==> config.mk <==
export PLATFORM = sky130hd
export DESIGN_NAME = pll_lock_supervisor
export DESIGN_NICKNAME = d
export VERILOG_FILES = /design/src/rtl/pll_lock_supervisor_pkg.sv /design/src/rtl/pll_lock_supervisor_sync_2ff.sv /design/src/rtl/pll_lock_supervisor.sv
export SDC_FILE = /design/constraint.sdc
export NUM_CORES = 1
export LEC_CHECK = 0
export BUFFER_PORTS_ARGS = -buffer_cell sky130_fd_sc_hd__buf_2
export CAP_MARGIN = 5
export CORE_ASPECT_RATIO = 1.25
export CORE_MARGIN = 10
export CORE_UTILIZATION = 55
export DETAILED_ROUTE_END_ITERATION = 10
export GPL_TIMING_DRIVEN = 1
export PLACE_DENSITY = 0.78
export SETUP_SLACK_MARGIN = 0.2
export SLEW_MARGIN = 5
export SYNTH_ARGS = -nofsm -noshare
export SYNTH_HDL_FRONTEND = slang
export SYNTH_HIERARCHICAL = 1
export SYNTH_SLANG_ARGS = --single-unit
==> constraint.sdc <==
create_clock -name clkin -period 2.09 [get_ports clkin]
set_input_delay 0.3135 -clock clkin [delete_from_list [all_inputs] [get_ports clkin]]
set_output_delay 0.3135 -clock clkin [all_outputs]
set_load 0.1 [all_outputs]
==> src/rtl/pll_lock_supervisor_pkg.sv <==
// -----------------------------------------------------------------------------
// pll_sup_pkg
// Shared definitions for the PLL lock supervisor.
//   pll_state_e  : supervisor state encoding (values 0..4 are externally visible
//                  on state_o, so they are fixed)
//   RETRY_W      : width of the failed-attempt counter
//   LOSS_W       : width of the saturating lock-loss counter
//   cnt_width()  : timer width needed to hold values up to a given count
// -----------------------------------------------------------------------------
package pll_sup_pkg;

  typedef enum logic [2:0] {
    ST_RESET_PLL = 3'd0,
    ST_WAIT_LOCK = 3'd1,
    ST_STABLE    = 3'd2,
    ST_RUN       = 3'd3,
    ST_FAULT     = 3'd4
  } pll_state_e;

  localparam int RETRY_W = 4;
  localparam int LOSS_W  = 8;

  localparam logic [LOSS_W-1:0] LOSS_MAX = '1;

  // Largest of four timing parameters; sizes the shared timer.
  function automatic int max4(input int a, input int b, input int c, input int d);
    int m;
    m = a;
    if (b > m) m = b;
    if (c > m) m = c;
    if (d > m) m = d;
    return m;
  endfunction

  // Timer compares against (param-1), so clog2(param) bits are sufficient.
  function automatic int cnt_width(input int max_val);
    return (max_val > 1) ? $clog2(max_val) : 1;
  endfunction

endpackage

==> src/rtl/pll_lock_supervisor_sync_2ff.sv <==
// -----------------------------------------------------------------------------
// sync_2ff
// Generic two-flop synchronizer for slow, level-type asynchronous signals.
// Ports:
//   clk    in        destination clock
//   rst_n  in        asynchronous active-low reset, forces both stages to RESET_VAL
//   d      in  [W]   asynchronous input
//   q      out [W]   synchronized output (2 clk cycles of latency)
// -----------------------------------------------------------------------------
module sync_2ff #(
  parameter int               WIDTH     = 1,
  parameter logic [WIDTH-1:0] RESET_VAL = '0
) (
  input  logic             clk,
  input  logic             rst_n,
  input  logic [WIDTH-1:0] d,
  output logic [WIDTH-1:0] q
);

  logic [WIDTH-1:0] meta_reg;
  logic [WIDTH-1:0] sync_reg;

  always_ff @(posedge clk or negedge rst_n) begin
    if (!rst_n) begin
      meta_reg <= RESET_VAL;
      sync_reg <= RESET_VAL;
    end else begin
      meta_reg <= d;
      sync_reg <= meta_reg;
    end
  end

  assign q = sync_reg;

endmodule

==> src/rtl/pll_lock_supervisor.sv <==
// -----------------------------------------------------------------------------
// pll_lock_supervisor
// Sequences the rPLL: pulses its RESET, waits for LOCK, requires LOCK to stay
// continuously high before releasing the downstream reset, and re-sequences on
// lock loss. Repeated failed lock attempts latch FAULT until retry_req.
// Runs on the PLL reference clock so it keeps working while the PLL is down.
// Ports:
//   clkin       in      reference clock (same net as rPLL CLKIN)
//   rst_n       in      asynchronous active-low reset
//   pll_lock_i  in      rPLL LOCK, asynchronous to clkin
//   retry_req   in      one-cycle pulse, leaves FAULT (ignored elsewhere)
//   pll_reset   out     rPLL RESET, active high
//   sys_rst_n   out     downstream reset, released only in RUN
//   locked      out     high only in RUN
//   fault       out     high only in FAULT
//   state_o     out [3] current state encoding
//   retry_cnt   out [4] failed attempts since last successful lock
//   loss_cnt    out [8] lock losses seen in RUN, saturating
// -----------------------------------------------------------------------------
module pll_lock_supervisor
  import pll_sup_pkg::*;
#(
  parameter int RST_CYCLES    = 16,
  parameter int LOCK_TIMEOUT  = 65536,
  parameter int STABLE_CYCLES = 1024,
  parameter int MAX_RETRIES   = 3
) (
  input  logic               clkin,
  input  logic               rst_n,
  input  logic               pll_lock_i,
  input  logic               retry_req,
  output logic               pll_reset,
  output logic               sys_rst_n,
  output logic               locked,
  output logic               fault,
  output logic [2:0]         state_o,
  output logic [RETRY_W-1:0] retry_cnt,
  output logic [LOSS_W-1:0]  loss_cnt
);

  localparam int CNT_MAX = max4(RST_CYCLES, LOCK_TIMEOUT, STABLE_CYCLES, 2);
  localparam int CNT_W   = cnt_width(CNT_MAX);

  localparam logic [CNT_W-1:0]   RST_LAST     = CNT_W'(RST_CYCLES - 1);
  localparam logic [CNT_W-1:0]   TIMEOUT_LAST = CNT_W'(LOCK_TIMEOUT - 1);
  localparam logic [CNT_W-1:0]   STABLE_LAST  = CNT_W'(STABLE_CYCLES - 1);
  localparam logic [RETRY_W-1:0] RETRY_LIMIT  = RETRY_W'(MAX_RETRIES);

  logic lock_s;

  pll_state_e         state_reg, state_next;
  logic [CNT_W-1:0]   cnt_reg, cnt_next;
  logic [RETRY_W-1:0] retry_reg, retry_next;
  logic [LOSS_W-1:0]  loss_reg, loss_next;
  logic [RETRY_W-1:0] retry_inc;

  logic pll_reset_reg, sys_rst_n_reg, locked_reg, fault_reg;

  // LOCK comes from the PLL's own analog domain; only the synchronized copy
  // is allowed into the FSM.
  sync_2ff #(
    .WIDTH     (1),
    .RESET_VAL (1'b0)
  ) u_lock_sync (
    .clk   (clkin),
    .rst_n (rst_n),
    .d     (pll_lock_i),
    .q     (lock_s)
  );

  assign retry_inc = retry_reg + RETRY_W'(1);

  always_comb begin
    state_next = state_reg;
    retry_next = retry_reg;
    loss_next  = loss_reg;
    case (state_reg)
      ST_RESET_PLL: begin
        if (cnt_reg == RST_LAST) state_next = ST_WAIT_LOCK;
      end
      ST_WAIT_LOCK: begin
        // Lock takes priority over a coincident timeout.
        if (lock_s) begin
          state_next = ST_STABLE;
        end else if (cnt_reg == TIMEOUT_LAST) begin
          retry_next = retry_inc;
          state_next = (retry_inc == RETRY_LIMIT) ? ST_FAULT : ST_RESET_PLL;
        end
      end
      ST_STABLE: begin
        // A drop on the final cycle still aborts; a flicker is not a failed attempt.
        if (!lock_s) begin
          state_next = ST_WAIT_LOCK;
        end else if (cnt_reg == STABLE_LAST) begin
          state_next = ST_RUN;
          retry_next = '0;
        end
      end
      ST_RUN: begin
        if (!lock_s) begin
          state_next = ST_RESET_PLL;
          if (loss_reg != LOSS_MAX) loss_next = loss_reg + LOSS_W'(1);
        end
      end
      ST_FAULT: begin
        if (retry_req) begin
          state_next = ST_RESET_PLL;
          retry_next = '0;
        end
      end
      default: state_next = ST_RESET_PLL;
    endcase
  end

  // One timer serves every state: it restarts on each transition.
  assign cnt_next = (state_next != state_reg) ? '0 : cnt_reg + CNT_W'(1);

  // Outputs are decoded from state_next and registered, so they switch on
  // the same edge as state_o and never see a combinational input path.
  always_ff @(posedge clkin or negedge rst_n) begin
    if (!rst_n) begin
      state_reg     <= ST_RESET_PLL;
      cnt_reg       <= '0;
      retry_reg     <= '0;
      loss_reg      <= '0;
      pll_reset_reg <= 1'b1;
      sys_rst_n_reg <= 1'b0;
      locked_reg    <= 1'b0;
      fault_reg     <= 1'b0;
    end else begin
      state_reg     <= state_next;
      cnt_reg       <= cnt_next;
      retry_reg     <= retry_next;
      loss_reg      <= loss_next;
      pll_reset_reg <= (state_next == ST_RESET_PLL) || (state_next == ST_FAULT);
      sys_rst_n_reg <= (state_next == ST_RUN);
      locked_reg    <= (state_next == ST_RUN);
      fault_reg     <= (state_next == ST_FAULT);
    end
  end

  assign state_o   = state_reg;
  assign retry_cnt = retry_reg;
  assign loss_cnt  = loss_reg;
  assign pll_reset = pll_reset_reg;
  assign sys_rst_n = sys_rst_n_reg;
  assign locked    = locked_reg;
  assign fault     = fault_reg;

endmodule

==> results.cfg, run 1 <==
[status]
status = finished clean

[drt]
viasPerCell = 5.86
finalWirelength_um = 4150
ant_nets = 0
drt-met1-wl_um = 1510
drc_errors = 0
num_vias = 1429
dr.max_layer_used = met4
wl_met2_um = 2380
drt_first_pass_iters = 4
met3WireLength_um = 174
drt_iter0_drc = 54
wl_per_cell_um = 17.0

[setup_path]
worstPathCellList = or4_4, nor3_4, and4_4, o31a_4, nor3b_1
crit_path_start_kind = register
critical-path-top-delay-family = simple AND/OR/NAND/NOR gates
crit_arrival_ps = 2060
critical_path_class = register to register
critical_path.slowest_cell = or4_4
cp_slowest_stage_delay_ps = 550
path_max_fanout = 6
crit_required_ps = 2260
endpoint_kind = register
critPathBufInv = 0

[clock_tree]
clkLatencyLatePin_ps = 290
root_buffer = clkbuf_8
cts.path.max_buffers = 2
cts_inserted_buffers = 5
htree_levels = 2
cts.reportedPaths.clkPinSlew_ps = 70
cts_sinks = 36
cts_tree = yes
cts_hold_buf = 0

[die]
start_util = 0.566
die_x_um = 73.6
die_h_um = 87.0
core_area_um2 = 3480
rows = 24
ios = 23
die_area_um2 = 6400

[power_and_ir_drop]
intPower_w = 0.00149
clkPwrFrac = 0.233
powerDensity_nw_per_um2 = 1110
combPwrFrac = 0.385
peakVddDrop_uv = 741
p_sw_frac = 0.421
power_frac_seq = 0.382
switching_power_w = 0.00108
p_leak_nw = 1.07

[sta]
hold_violations = 0
drv_slew = 0
rsz0062_at_grt = false
setup_ws_ps = 202
worstMarginPinSlew_ps = 795
max_freq_mhz = 530
period_needed_ps = 1890
skew_ps = 4.28
finalSetupViolCount = 0
fin_crit_sh = 0.903
max_slew_margin = 0.470
timing.setup.tns_ps = 0

[synthesis]
yosysSeqAreaShare = 0.457
synth_nets = 186
syn_inst = 178
netlist_area_um2 = 1970
synth-warning-count = 6
syn_avg_cell_area_um2 = 11.1
synth-async-reset-ratio = 1.00
synthFlopType = dfrtp_1
yosysUniqueCellTypes = 53
synth_edf_count = 0
yosys_register_bits = 36

[global_route]
track_usage = 0.131
grt_pass1_wl_um = 6630
antenna_found_initial = 0
grt_max_degree = 37
grt_pass1_vias = 1462
grt-ovfl-total = 0

[place]
dp_slack_ps = 123
dpl.hpwl_um = 2930
place_congestion = 0.800
portBuffers = 22

[cells_and_area]
final_cell_mix = buf_2, dfrtp_1, nor2_1, nand2_1, xor2_1
diodes = 0
finalNetCount = 212
largest_register_ffs = 16
layout-drive-gt1-share = 0.405
layout_commonest_cell = buf_2
areaGrowthSynthToFinish_pct = 17.9
n_fill_cell = 275

[job]
drv_cap = 0

[worst_hold_path]
min_path_type = primary input to async pin
[layer usage]
metal	GRT usage	vias to the layer above
met5	0	-
met4	0.0492	0
li1	-	689
met3	0.0331	11
met1	0.132	707
met2	0.245	22
[cell type report]
class	count	area, um2	area share
timing repair buffer	24	125	0.0538
tap	39	48.8	0.0210
multi-input combinational	131	1080	0.465
sequential	36	937	0.403
inverter	6	22.5	0.00968
clock buffer	5	68.8	0.0296
clock inverter	3	42.5	0.0183
[per-stage QoR]
step	instances	power [W]	hold WS [ps]	cell area, um2	utilization
global route	244	0.00271	112	2330	0.668
CTS	242	0.00248	120	2250	0.647
finish	244	0.00257	111	2330	0.668
floorplan	178	0.00176	17.9	2020	-
detailed placement	234	0.00187	348	2130	0.612
global placement	234	0.00183	333	2130	0.612
[cells in the mapped netlist (all sizes together), types with 2 or more instances]
library cell / count / area share
inv: 6 / 0.011
a21boi: 2 / 0.0095
nand2: 11 / 0.021
buf: 6 / 0.024
xor2: 11 / 0.049
nand2b: 5 / 0.020
dfrtp: 35 / 0.44
ha: 4 / 0.025
nor2b: 2 / 0.0063
nand3: 7 / 0.018
and4: 3 / 0.015
nor3: 18 / 0.085
xnor2: 10 / 0.044
mux2: 2 / 0.013
o31a: 2 / 0.013
nor4: 2 / 0.0063
a21oi: 5 / 0.013
o21ai: 2 / 0.0070
nor3b: 4 / 0.015
nor2: 15 / 0.029
nand4: 6 / 0.027
[worst register-to-register path: cells and delay by family, from the launching register on]
family,cells,cell delay (ps)
AO/OA/AOI/OAI,1,200
AND/OR/NAND/NOR,4,1120
flip-flops,1,440
[worst paths after layout]
| check | from | slack (ps) | depth (start not counted) | end |
|---|---|---|---|---|
| worst min-delay path | rst_n | 110 | 1 | u_lock_sync/q |
| worst max-delay path | cnt_reg[10] | 200 | 5 | cnt_reg[1] |
| min in group clkin | pll_lock_i | 130 | 1 | u_lock_sync/meta_reg |
| worst min register to register | u_lock_sync/meta_reg | 360 | 0 | u_lock_sync/q |
| worst max register to register | cnt_reg[10] | 200 | 5 | cnt_reg[1] |
| max in group asynchronous | rst_n | 1400 | 1 | loss_cnt[1] |
[power by group through the flow]
stage	logic (W)	registers, W	clock network [W]
after floorplan	0.000539	0.00122	0
after global placement	0.000863	0.000967	0
after detailed placement	0.000891	0.000980	0
after CTS	0.000901	0.000970	0.000613
after global routing	0.00105	0.00101	0.000645
final	0.000990	0.000982	0.000601
[logic make-up (layout without fill, tap and decap cells)]
logic type                 Yosys count  count (layout)  synth area share
and+or+nand+nor                     80              80             0.277
buffers and inverters               12              38            0.0355
adders and majority gates            4               4            0.0254
muxes                                2               2            0.0133
DFF                                 36              36             0.457
AOI/OAI and AO/OA                   23              24            0.0983
xor gates and xnor gates            21              21            0.0932
[what timing repair did]
item | 4_1_cts | 5_1_grt
gates resized for setup | 2 | 11
endpoints found under the setup margin | 17 | 17
buffers inserted | 0 | 1
pin swaps | 0 | 5
cloned | 0 | 1
No activity file was read; power rests on OpenSTA's default activity.
==> run 2, diff against run 1 <==
--- a/config.mk
+++ b/config.mk
@@ -12,7 +12,7 @@
 export CORE_UTILIZATION = 55
 export DETAILED_ROUTE_END_ITERATION = 10
 export GPL_TIMING_DRIVEN = 1
-export PLACE_DENSITY = 0.78
+export PLACE_DENSITY = 0.73
 export SETUP_SLACK_MARGIN = 0.2
 export SLEW_MARGIN = 5
 export SYNTH_ARGS = -nofsm -noshare
==> run 2 against run 1 <==
Die area unchanged. Final area rose by 1.3%. Total power down 2.6%. Clock-buffer cell count rose by 1. Critical path type unchanged. Critical endpoint is now retry_cnt[0]. Highest routed layer unchanged.
==> results.cfg, run 2 (same netlist as run 1, synthesis figures left out) <==
[global_route]
grt_max_degree = 37
track_usage = 0.123
grt-ovfl-total = 0
antenna_found_initial = 0
grt_pass1_vias = 1442
grt_pass1_wl_um = 6420

[cells_and_area]
finalNetCount = 218
layout-drive-gt1-share = 0.417
n_fill_cell = 268
diodes = 0
seq_area_um2 = 937
multi_input_area_um2 = 1080
layout_commonest_cell = buf_2
fin_util = 0.676
final_cell_mix = buf_2, dfrtp_1, nor2_1, nand2_1, xor2_1
largest_register_ffs = 16
areaGrowthSynthToFinish_pct = 19.4

[sta]
rsz0062_at_grt = true
max_freq_mhz = 522
fin_crit_sh = 0.917
hold_violations = 0
max_slew_margin = 0.490
period_needed_ps = 1920
drv_slew = 0
skew_ps = 8.68
finalSetupViolCount = 0
timing.setup.tns_ps = 0
worstMarginPinSlew_ps = 766

[power_and_ir_drop]
fin_total_pwr_w = 0.00251
p_leak_nw = 1.09
powerDensity_nw_per_um2 = 1060
peakVddDrop_uv = 1000

[die]
start_util = 0.566
die_area_um2 = 6400
core_area_um2 = 3480
die_h_um = 87.0
die_x_um = 73.6
rows = 24
ios = 23

[place]
portBuffers = 22
place_congestion = 0.865
dpl.hpwl_um = 2810

[status]
status = finished clean

[setup_path]
cp_slowest_stage_delay_ps = 560
regToRegEndpoint = retry_cnt[0]
crit_required_ps = 2260
path_max_fanout = 4
critical-path-top-delay-family = simple AND/OR/NAND/NOR gates
critPathBufInv = 0
reg2reg_depth = 5
reg2reg_slack_ps = 170
worstPathCellList = or4_4, nor3_4, a311o_2, o21ai_2, mux2_4
crit_arrival_ps = 2090
critical_path_class = register to register
r2r_start = cnt_reg[11]
critical_path.slowest_cell = or4_4
crit_path_start_kind = register
endpoint_kind = register

[drt]
ant_nets = 0
drt_iter0_drc = 89
finalWirelength_um = 4110
viasPerCell = 5.83
drc_errors = 0
drt_first_pass_iters = 4
num_vias = 1458
wl_per_cell_um = 16.4

[clock_tree]
cts_sinks = 36
clkLatencyLatePin_ps = 280
cts.path.max_buffers = 2
cts.reportedPaths.clkPinSlew_ps = 70
cts_hold_buf = 0
root_buffer = clkbuf_8
cts_tree = yes
cts_inserted_buffers = 5
htree_levels = 2

[worst_hold_path]
min_path_type = primary input to async pin

[job]
drv_cap = 0
==> run 2: area by class of cell <==
class	instances	area share
Multi-Input combinational cell	131	0.460
Clock inverter	2	0.00425
Sequential cell	36	0.398
Timing Repair Buffer	30	0.0722
Inverter	6	0.00956
Clock buffer	6	0.0351
Tap cell	39	0.0207
==> run 2: worst reg2reg max path, delay by kind of cell, from the launching register on <==
family,cells,cell delay [ps]
DFF,1,420
muxes,1,260
AOI/OAI and AO/OA,2,330
and+or+nand+nor,2,810
==> run 2: stage by stage <==
stage               setup slack [ps]  cell area (um2)  std cells  hold slack, ps
CTS                              172             2230        242             125
global placement                 193             2130        234             336
floorplan                        214             2020        178            17.9
detailed placement               108             2130        234             348
finish                           173             2360        250            95.3
global route                     115             2360        250             124
==> run 2: routing by layer <==
metal / global-route usage / routed length (um) / part of all wire / up-vias
met5: 0 / 0 / 0 / -
met4: 0.0407 / 41 / 0.010 / 0
li1: - / - / - / 701
met1: 0.129 / 1620 / 0.39 / 729
met3: 0.0331 / 209 / 0.051 / 4
met2: 0.226 / 2240 / 0.55 / 24
==> run 2: timing repair <==
item,4_1_cts,5_1_grt
gates cloned,0,1
setup buffers,0,7
endpoints found under the setup margin,17,18
pin swaps,1,11
resized for setup,1,12
==> run 2: how the worst max path moves through the flow <==
stage / start / to / slack [ps] / cells after the start
final: cnt_reg[11] / retry_cnt[0] / 170 / 5
after global routing: cnt_reg[11] / cnt_reg[7] / 120 / 5
after CTS: cnt_reg[10] / cnt_reg[1] / 170 / 5
after detailed placement: cnt_reg[0] / retry_cnt[0] / 110 / 6
after global placement: cnt_reg[0] / cnt_reg[1] / 190 / 6
after floorplan: state_o[1] / cnt_reg[10] / 210 / 5
==> run 2: where the power goes <==
group	internal, W	total, W	switching, W	leakage [nW]
combinational	0.000336	0.00103	0.000691	0.582
sequential	0.000817	0.000978	0.000161	0.458
clock	0.000263	0.000501	0.000239	0.0510
total	0.00142	0.00251	0.00109	1.09
==> run 3, diff against run 2 <==
--- a/config.mk
+++ b/config.mk
@@ -13,7 +13,7 @@
 export DETAILED_ROUTE_END_ITERATION = 10
 export GPL_TIMING_DRIVEN = 1
 export PLACE_DENSITY = 0.73
-export SETUP_SLACK_MARGIN = 0.2
+export SETUP_SLACK_MARGIN = 0.02
 export SLEW_MARGIN = 5
 export SYNTH_ARGS = -nofsm -noshare
 export SYNTH_HDL_FRONTEND = slang
==> run 3 against run 2 <==
Global-route usage increased by 0.90 points. Core utilization shrank 4.2 points. Via count shrank 4.7%. First-iteration DRC count grew 18%. Sequential power fell by 1%. Die area stayed put. Critical path type unchanged.
==> results.cfg, run 3 (same netlist as run 1, synthesis figures left out) <==
[setup_path]
critical_path_class = register to register
critical-path-top-delay-family = simple AND/OR/NAND/NOR gates
r2r_start = cnt_reg[10]
crit_path_start_kind = register
regToRegEndpoint = retry_cnt[0]
reg2reg_slack_ps = 160
crit_arrival_ps = 2090
reg2reg_depth = 5
worstPathCellList = or4_1, nor3_2, a311o_2, o21ai_2, mux2_4
endpoint_kind = register
cp_slowest_stage_delay_ps = 550
critPathBufInv = 0
crit_required_ps = 2260
path_max_fanout = 6
critical_path.slowest_cell = or4_1

[global_route]
grt_max_degree = 37
antenna_found_initial = 0
grt-ovfl-total = 0
grt_pass1_wl_um = 6650
track_usage = 0.132
grt_pass1_vias = 1432

[drt]
drt_iter0_drc = 105
viasPerCell = 5.74
num_vias = 1390
finalWirelength_um = 3860
wl_per_cell_um = 15.9
ant_nets = 0
drt_first_pass_iters = 4
drc_errors = 0

[status]
status = finished clean

[cells_and_area]
layout-drive-gt1-share = 0.325
layout_commonest_cell = dfrtp_1
finalNetCount = 210
final_cell_mix = dfrtp_1, buf_2, nor2_1
diodes = 0
final_cells = 242
largest_register_ffs = 16
areaGrowthSynthToFinish_pct = 12.0
n_fill_cell = 279

[die]
start_util = 0.566
ios = 23
die_h_um = 87.0
die_area_um2 = 6400
die_x_um = 73.6
core_area_um2 = 3480
rows = 24

[power_and_ir_drop]
p_leak_nw = 1.05
peakVddDrop_uv = 1110
powerDensity_nw_per_um2 = 1080

[clock_tree]
cts.reportedPaths.clkPinSlew_ps = 70
cts_inserted_buffers = 5
htree_levels = 2
cts.path.max_buffers = 2
clkLatencyLatePin_ps = 280
post_cts_buffers = 0
root_buffer = clkbuf_8
cts_tree = yes
cts_sinks = 36

[sta]
period_needed_ps = 1930
drv_slew = 0
timing.setup.tns_ps = 0
finalSetupViolCount = 0
max_slew_margin = 0.480
max_freq_mhz = 519
rsz0062_at_grt = false
fin_crit_sh = 0.923
hold_violations = 0
skew_ps = 3.54
worstMarginPinSlew_ps = 781

[place]
place_congestion = 0.847
portBuffers = 22
dp.cells = 234
dpl.hpwl_um = 2930

[job]
drv_cap = 0

[worst_hold_path]
min_path_type = primary input to async pin
==> run 3: layout make-up <==
type                       count  area, um2  share of cell area
sequential                    36        916               0.414
clock buffer                   8        100              0.0453
multi-input combinational    130       1010               0.455
inverter                       6       22.5              0.0102
timing repair buffer          23        118              0.0532
tap                           39       48.8              0.0221
==> run 3: how the worst max path moves through the flow <==
stage | slack, ps | depth (start not counted) | start | endpoint
6_report | 160 | 5 | cnt_reg[10] | retry_cnt[0]
5_1_grt | 80 | 5 | cnt_reg[10] | cnt_reg[1]
4_1_cts | 90 | 6 | cnt_reg[0] | retry_cnt[0]
3_5_place_dp | 110 | 6 | cnt_reg[0] | retry_cnt[0]
3_3_place_gp | 190 | 6 | cnt_reg[0] | cnt_reg[1]
2_1_floorplan | 30 | 3 | loss_cnt[5] | loss_cnt[1]
==> run 3: layer usage <==
metal | part of all wire | GRT usage | vias to the layer above
li1 | - | - | 679
met1 | 0.39 | 0.133 | 683
met2 | 0.55 | 0.240 | 23
met3 | 0.050 | 0.0400 | 5
met4 | 0.015 | 0.0560 | 0
met5 | 0 | 0 | -
==> run 3: worst register-to-register path, cell delays in order (launching register included) <==
cell and delay (ps):
dfrtp_1 430, or4_1 550, nor3_2 220, a311o_2 280, o21ai_2 70, mux2_4 260
==> run 3: per-stage QoR <==
step	worst slack [ps]	hold slack (ps)	power, W	utilization	area, um2
after floorplan	27.3	17.9	0.00174	-	1990
after global placement	193	336	0.00183	0.605	2110
after detailed placement	108	336	0.00187	0.605	2110
after CTS	94.7	128	0.00240	0.633	2210
after global routing	79.0	128	0.00252	0.635	2210
final	162	109	0.00238	0.635	2210
==> run 3: repair_timing <==
| action | CTS | global route |
|---|---|---|
| resized for setup | 0 | 1 |
| endpoints found under the setup margin | 0 | 15 |
| hold buffers | 0 | 0 |
| hold endpoints to repair | 0 | 0 |
==> run 3: power by group <==
| group | internal, W | switching [W] | leakage (nW) | total [W] |
|---|---|---|---|---|
| Sequential | 0.000810 | 0.000155 | 0.471 | 0.000966 |
| Combinational | 0.000257 | 0.000632 | 0.526 | 0.000890 |
| Clock | 0.000301 | 0.000227 | 0.0515 | 0.000527 |
| Total | 0.00137 | 0.00101 | 1.05 | 0.00238 |
